$ cat src/rtl/fifo_uart_tx.sv
// -----------------------------------------------------------------------------
// fifo_uart_tx
//
// Drain stage for the project FIFO. Whenever the FIFO holds a word and
// transmission is enabled, the block pops exactly one word and sends it on a
// UART-style line. Each frame has 1 start bit, DATA_WIDTH data bits sent
// LSB-first, and 1 stop bit. There is no parity bit. Bit timing is a fixed
// divider of CLKS_PER_BIT system clocks per serial bit.
//
// Ports
//   clk          system clock; all state changes on its rising edge
//   reset        asynchronous, active-high reset
//   enable       allows new frames to start (sampled in IDLE only)
//   fifo_empty   FIFO empty flag (sampled in IDLE only)
//   fifo_data    FIFO registered read data, valid the cycle after fifo_rd_en
//   fifo_rd_en   one-cycle FIFO read strobe, one pulse per frame
//   tx           serial output, idle high
//   busy         high whenever the FSM is not in IDLE
//   frames_sent  count of completed frames, wraps at 2^COUNT_WIDTH
// -----------------------------------------------------------------------------
module fifo_uart_tx #(
   parameter int DATA_WIDTH   = 8,
   parameter int CLKS_PER_BIT = 16,
   parameter int COUNT_WIDTH  = 16
) (
   input  logic                   clk,
   input  logic                   reset,
   input  logic                   enable,
   input  logic                   fifo_empty,
   input  logic [DATA_WIDTH-1:0]  fifo_data,
   output logic                   fifo_rd_en,
   output logic                   tx,
   output logic                   busy,
   output logic [COUNT_WIDTH-1:0] frames_sent
);

   localparam int BAUD_W = (CLKS_PER_BIT > 1) ? $clog2(CLKS_PER_BIT) : 1;
   localparam int BIT_W  = (DATA_WIDTH > 1) ? $clog2(DATA_WIDTH) : 1;

   localparam logic [BAUD_W-1:0] BAUD_LAST = BAUD_W'(CLKS_PER_BIT - 1);
   localparam logic [BIT_W-1:0]  BIT_LAST  = BIT_W'(DATA_WIDTH - 1);

   typedef enum logic [2:0] {
      IDLE,
      REQ,
      LOAD,
      START,
      DATA,
      STOP
   } state_t;

   state_t                  state;
   logic [BAUD_W-1:0]       baud;
   logic [BIT_W-1:0]        bit_idx;
   logic [DATA_WIDTH-1:0]   shift;
   logic [DATA_WIDTH-1:0]   shift_next;
   logic                    baud_done;

   assign baud_done  = (baud == BAUD_LAST);
   // Next bit to present is taken from the already-shifted value, so tx stays
   // a registered copy of shift[0] throughout DATA.
   assign shift_next = shift >> 1;

   // NOTE: all sequential state uses non-blocking assignments, so every
   // register samples the values from before this edge regardless of the order
   // of statements.
   always_ff @(posedge clk or posedge reset) begin
      if (reset) begin
         state       <= IDLE;
         tx          <= 1'b1;
         fifo_rd_en  <= 1'b0;
         busy        <= 1'b0;
         frames_sent <= '0;
         baud        <= '0;
         bit_idx     <= '0;
         shift       <= '0;
      end else begin
         // The read strobe is a single-cycle pulse; only IDLE raises it.
         fifo_rd_en <= 1'b0;
         case (state)
            IDLE: begin
               tx   <= 1'b1;
               baud <= '0;
               if (enable && !fifo_empty) begin
                  state      <= REQ;
                  fifo_rd_en <= 1'b1;
                  busy       <= 1'b1;
               end
            end

            REQ: begin
               state <= LOAD;
            end

            // The FIFO presents the popped word during this cycle.
            LOAD: begin
               shift <= fifo_data;
               baud  <= '0;
               tx    <= 1'b0;
               state <= START;
            end

            START: begin
               if (baud_done) begin
                  baud    <= '0;
                  bit_idx <= '0;
                  tx      <= shift[0];
                  state   <= DATA;
               end else begin
                  baud <= baud + 1'b1;
               end
            end

            DATA: begin
               if (baud_done) begin
                  baud <= '0;
                  if (bit_idx == BIT_LAST) begin
                     tx    <= 1'b1;
                     state <= STOP;
                  end else begin
                     shift   <= shift_next;
                     tx      <= shift_next[0];
                     bit_idx <= bit_idx + 1'b1;
                  end
               end else begin
                  baud <= baud + 1'b1;
               end
            end

            STOP: begin
               if (baud_done) begin
                  baud        <= '0;
                  frames_sent <= frames_sent + 1'b1;
                  busy        <= 1'b0;
                  state       <= IDLE;
               end else begin
                  baud <= baud + 1'b1;
               end
            end

            default: begin
               tx    <= 1'b1;
               busy  <= 1'b0;
               state <= IDLE;
            end
         endcase
      end
   end

endmodule
$ cat config.mk
export PLATFORM = sky130hd
export DESIGN_NAME = fifo_uart_tx
export DESIGN_NICKNAME = d
export VERILOG_FILES = /design/src/rtl/fifo_uart_tx.sv
export SDC_FILE = /design/constraint.sdc
export NUM_CORES = 1
export LEC_CHECK = 0
export CORE_UTILIZATION = 23
export CTS_CLUSTER_DIAMETER = 120
export CTS_CLUSTER_SIZE = 25
export DETAILED_ROUTE_END_ITERATION = 8
export GPL_TIMING_DRIVEN = 0
export PLACE_DENSITY = 0.51
export SLEW_MARGIN = 25
export SYNTH_ARGS = -nofsm -noshare
export SYNTH_HDL_FRONTEND = slang
export SYNTH_SLANG_ARGS = --single-unit
$ cat constraint.sdc
create_clock -name clk -period 1.6 [get_ports clk]
set_input_delay 0.32 -clock clk [delete_from_list [all_inputs] [get_ports clk]]
set_output_delay 0.32 -clock clk [all_outputs]
set_load 0.01 [all_outputs]
Yosys cells after proc, flatten, opt, wreduce, memory -nomap -nowiden
Cells that the tools add are included.
Storage, ports and cells
  register bits: 37
  latch bits: 0
  RAM bits: 0
  bits in read-only memories: 0
  input bits: 12
  output and inout bits: 19
  memories: 0
Operators by class
  add/sub/neg operators: 3
  $mul: 0
  div/mod/pow operators: 0
  magnitude comparators: 0
  equality and inequality tests: 13
  shift operators: 0
  mux-type cells: 23
  bitwise logic cells: 2
  reduce and logical (&&, ||, !) cells: 16
Operators by type and width (number)
  2-to-1 mux 3 bit: 7
  one-hot mux 3 bit (6 select lines): 1
  adder 16 x 1 -> 16 bit (second input constant): 1
  2-to-1 mux 8 bit: 2
  one-hot mux 8 bit (2 select lines): 1
  != test 2 bit (second input constant): 6
  equality test 3 bit (second input constant): 3
  AND reduction 3 bit: 3
  one-hot mux 4 bit (2 select lines): 1
  2-to-1 mux 1 bit: 7
  equality test 3 x 2 -> 1 bit (second input constant): 2
  one-hot mux 3 bit (2 select lines): 1
  nonzero test 2 bit: 3
  AND reduction 5 bit: 1
  adder 4 x 1 -> 4 bit (second input constant): 1
  equality test 4 bit (second input constant): 1
  2-to-1 mux 4 bit: 1
  one-hot mux 1 bit (4 select lines): 1
  AND reduction 4 bit: 1
  OR reduction 2 bit: 2
  OR reduction 4 bit: 1
  adder 3 x 1 -> 3 bit (second input constant): 1
  equality test 3 x 1 -> 1 bit (second input constant): 1
  logical NOT 3 bit: 1
  6 further kinds: 7

Longest topological paths before layout
  word-level depth: 4
  mapped depth: 7

Worst setup path before layout
OpenSTA, ideal clock, no wires.
  kind: register to register
  start: register bit_idx[0]
  end: register shift[0]
  library setup time: 0.073 ns
  arrival: 1.641 ns
  required time: 1.527 ns
  slack: -0.114 ns
  cell stages (with the launch flop): 8
  path buffers: 1
  period minus slack after synthesis: 1.714 ns
  cell sequence: dfrtp_1 > ha_1 > ha_1 > nor4b_2 > nand2_2 > and2_4 > buf_6 > a21oi_2
Between the ends
  cells in the longest elaborated chain, start to end: 3
Ends and longest elaborated chain
  start: declaration: line 54  | logic [BIT_W-1:0] bit_idx;
  start signal: assignment: line 123  | bit_idx <= bit_idx + 1'b1;
  equality test 3 bit: line 117  | if (bit_idx == BIT_LAST) begin
  != test 2 bit (no source line)
  AND reduction 3 bit (no source line)
  end signal: assignment: line 97  | shift <= fifo_data;
  end signal: assignment: line 121  | shift <= shift_next;
  end: declaration: line 55  | logic [DATA_WIDTH-1:0] shift;
No other way between the ends.
A chain may end at the register's enable or synchronous reset.

Worst setup path in the final report
  start: register bit_idx[0]
  end: register shift[1]
The elaborated chain is that of the path after synthesis.

==> flow_metrics.tcl <==
set metrics [dict create \
    status "complete, no violations" \
    endpoint "shift[1]" \
    io_pins 31 \
    initial_core_util_pct 23.9 \
    dr.first_iter.drc_count 31 \
    critical_path_buf_inv_count 1 \
    max-cap-violations 0 \
    synth_area_per_cell_um2 10.6 \
    path_max_fanout 5 \
    critPathLaunch "bit_idx[0]" \
    ant_nets 0 \
    dr.pass1.iters 4 \
    syn_nets 192 \
    drcViolationCount 0 \
    ys_seq_area_share_pct 49.9 \
    htreeDepth 2 \
    power.density_nw_per_um2 677 \
    grt_pass1_wl_um 6970 \
    slew_violations 0 \
    synth_commonest_cells "dfrtp_1, nand2_1, inv_1, xnor2_1" \
    yosys_warnings 0 \
    synth.most_common_cell "dfrtp_1" \
    portBuffers 30 \
    ir_drop_mv 0.433 \
    async_reset_ff_share_pct 100 \
    chipHeight_um 91.9 \
    finalCriticalPeriod_ns 1.59 \
    path_clk_slew_ns 0.08 \
    cts_buffer_depth 2 \
    nets 252 \
    grt_pass1_vias 1460 \
    r2r_cells 7 \
    grt_max_degree 23 \
    synth_top_area_share_pct 48.5 \
    drive_gt1_share_pct 30.8 \
    fin_area_um2 2760 \
    path_depth 7 \
    synth_area_leaders "dfrtp_1, xnor2_1, a21oi_2" \
    r2r-end "shift[1]" \
    overflow 0 \
    rows 32 \
    cts-root-buf "clkbuf_8" \
    cp-end-kind "flop" \
    place_area_um2 2330 \
    clock_skew_ns 0.00974 \
    path_delay_family "flip-flops" \
    cts_tree "done" \
    max_stage_delay_ns 0.39 \
    dieArea_um2 8450 \
    routed_wirelength_um 4070 \
    die_w_um 91.9 \
    core-area_um2 7770 \
    cts_made_buffers 5 \
    fmax_mhz 630 \
    crit_type "flop to flop" \
    critPathSlowestCell "dfrtp_1" \
    worst_slew_pin_slew_ns 0.376 \
    synthCells 176 \
    yosys.area.top_type "dfrtp_1" \
    rsz0062_at_grt "true" \
    ys_types 47 \
    relSlewSlack_pct 74.3 \
    setup_viol 0 \
    finalCritPeriodShare_pct 99.2 \
    syn_area_um2 1860 \
    place_congestion 0.743 \
    grt_usage_pct 10.5 \
    vias 1490 \
    insertedDiodeCount 0 \
    leakage_nw 1.29 \
    antenna_found_initial 0 \
    arrival_ns 1.77 \
    cts_sinks 37 \
    yosys_register_bits 37 \
    cp_data_required_time_ns 1.78 \
    path_cells "ha_2 > ha_4 > nor4b_4 > nand2_2 > buf_6 > o22ai_4 > a21oi_2" \
    worstSkewPairLatency_ns 0.29 \
    syn_to_final_growth_pct 48.5 \
    rr_startpoint "bit_idx[0]" \
    wire_per_inst_um 12.0 \
    vias_per_cell 4.40 \
    hold_viol_final 0 \
    place_hpwl_um 2670 \
    reg2reg_slack_ns 0.01 \
    post-route-util_pct 35.6 \
    ys.flop_type "dfrtp_1" \
    synth_edf_count 0 \
    hold_path_class "primary input to asynchronous set/reset pin" \
    startpoint_type "flop" \
]
==> sequential cells by signal, summed over array words and instances (netlist names) <==
signal / count
baud: 4
busy: 1
shift: 8
state: 3
fifo_rd_en: 1
frames_sent: 16
bit_idx: 3
tx: 1
==> cells by family (layout without fill, tap and decap cells) <==
kind of cell,count (synthesis),after routing,synth area share (%)
flip-flops,37,37,49.9
AND/OR/NAND/NOR,59,59,19.0
adder cells (fa/ha/maj),4,4,2.69
multiplexers,2,2,1.21
AO/OA/AOI/OAI,42,42,15.3
XOR/XNOR,15,15,7.07
buffers and inverters,17,78,4.85
==> routing by layer <==
layer | track usage [%] | vias to the layer above | routed length, um
met5 | 0 | - | 0
met4 | 3.91 | 0 | 57
met3 | 3.07 | 6 | 169
met2 | 15.7 | 29 | 1850
met1 | 14.2 | 706 | 1990
li1 | - | 749 | -
==> placed cells by master (no fill, tap or decap), types with 2 or more instances in the layout <==
cell type / count
a21oi_1: 8
a21oi_2: 8
a22o_1: 2
and2_4: 2
and3_1: 6
and3b_1: 2
and4_1: 2
buf_4: 20
buf_6: 6
clkbuf_2: 2
clkbuf_8: 5
clkdlybuf4s50_1: 27
dfrtp_1: 34
dfrtp_2: 2
dlymetal6s2s_1: 2
ha_4: 2
inv_1: 9
mux2_2: 2
nand2_1: 12
nand2b_1: 2
nand3_1: 4
nand3_4: 2
nand4_1: 4
nor2_1: 9
nor3b_1: 2
o21ai_0: 4
o22ai_1: 2
o22ai_2: 2
o22ai_4: 4
xnor2_1: 10
xor2_1: 5
==> per-stage QoR <==
stage / instances / total power [W] / TNS [ns] / setup slack, ns / hold WS, ns
after floorplan: 176 / 0.00100 / -0.0420 / -0.00600 / 0.461
after global placement: 308 / 0.00105 / -20.11 / -0.497 / 0.457
after detailed placement: 309 / 0.00105 / -2.10 / -0.177 / 0.463
after CTS: 329 / 0.00190 / -0.592 / -0.0790 / 0.316
after global routing: 339 / 0.00196 / -0.800 / -0.0991 / 0.343
final: 339 / 0.00187 / 0 / 0.0128 / 0.306
==> worst min-delay path by stage <==
stage,start,endpoint,slack (ns),cells past startpoint
final,reset,frames_sent[4],0.31,2
after global routing,reset,frames_sent[4],0.34,2
after CTS,reset,frames_sent[4],0.32,2
after detailed placement,frames_sent[15],frames_sent[15],0.46,1
after global placement,frames_sent[15],frames_sent[15],0.46,1
after floorplan,fifo_data[7],shift[7],0.46,2
==> report_power, final <==
group | leakage [nW] | internal (W) | switching [W]
Sequential | 0.461 | 0.000945 | 0.00000773
Combinational | 0.772 | 0.0000503 | 0.0000400
Clock | 0.0543 | 0.000467 | 0.000359
Total | 1.29 | 0.00146 | 0.000407
==> worst reg2reg max path: cells and delay by family, from the launching register on <==
family | cells | cell delay, ns
flip-flops | 1 | 0.39
adder cells (fa/ha/maj) | 2 | 0.37
AO/OA/AOI/OAI | 2 | 0.18
buffers and inverters | 1 | 0.16
AND/OR/NAND/NOR | 2 | 0.39
==> repair_timing <==
action | 4_1_cts | 5_1_grt
pin swaps | 6 | 9
endpoints found under the setup margin | 27 | 28
hold buffers | 0 | 0
resized for setup | 16 | 21
buffers inserted | 13 | 11
==> layout make-up <==
| cell class | count | area [um2] |
|---|---|---|
| Inverter | 10 | 37.5 |
| Buffer | 6 | 47.5 |
| Tap cell | 102 | 128 |
| Fill cell | 808 | 5010 |
| Timing Repair Buffer | 54 | 508 |
| Multi-Input combinational cell | 122 | 996 |
| Clock buffer | 5 | 68.8 |
| Clock inverter | 3 | 46.3 |
| Sequential cell | 37 | 930 |
Note: power is estimated with default switching activity, not from simulation.
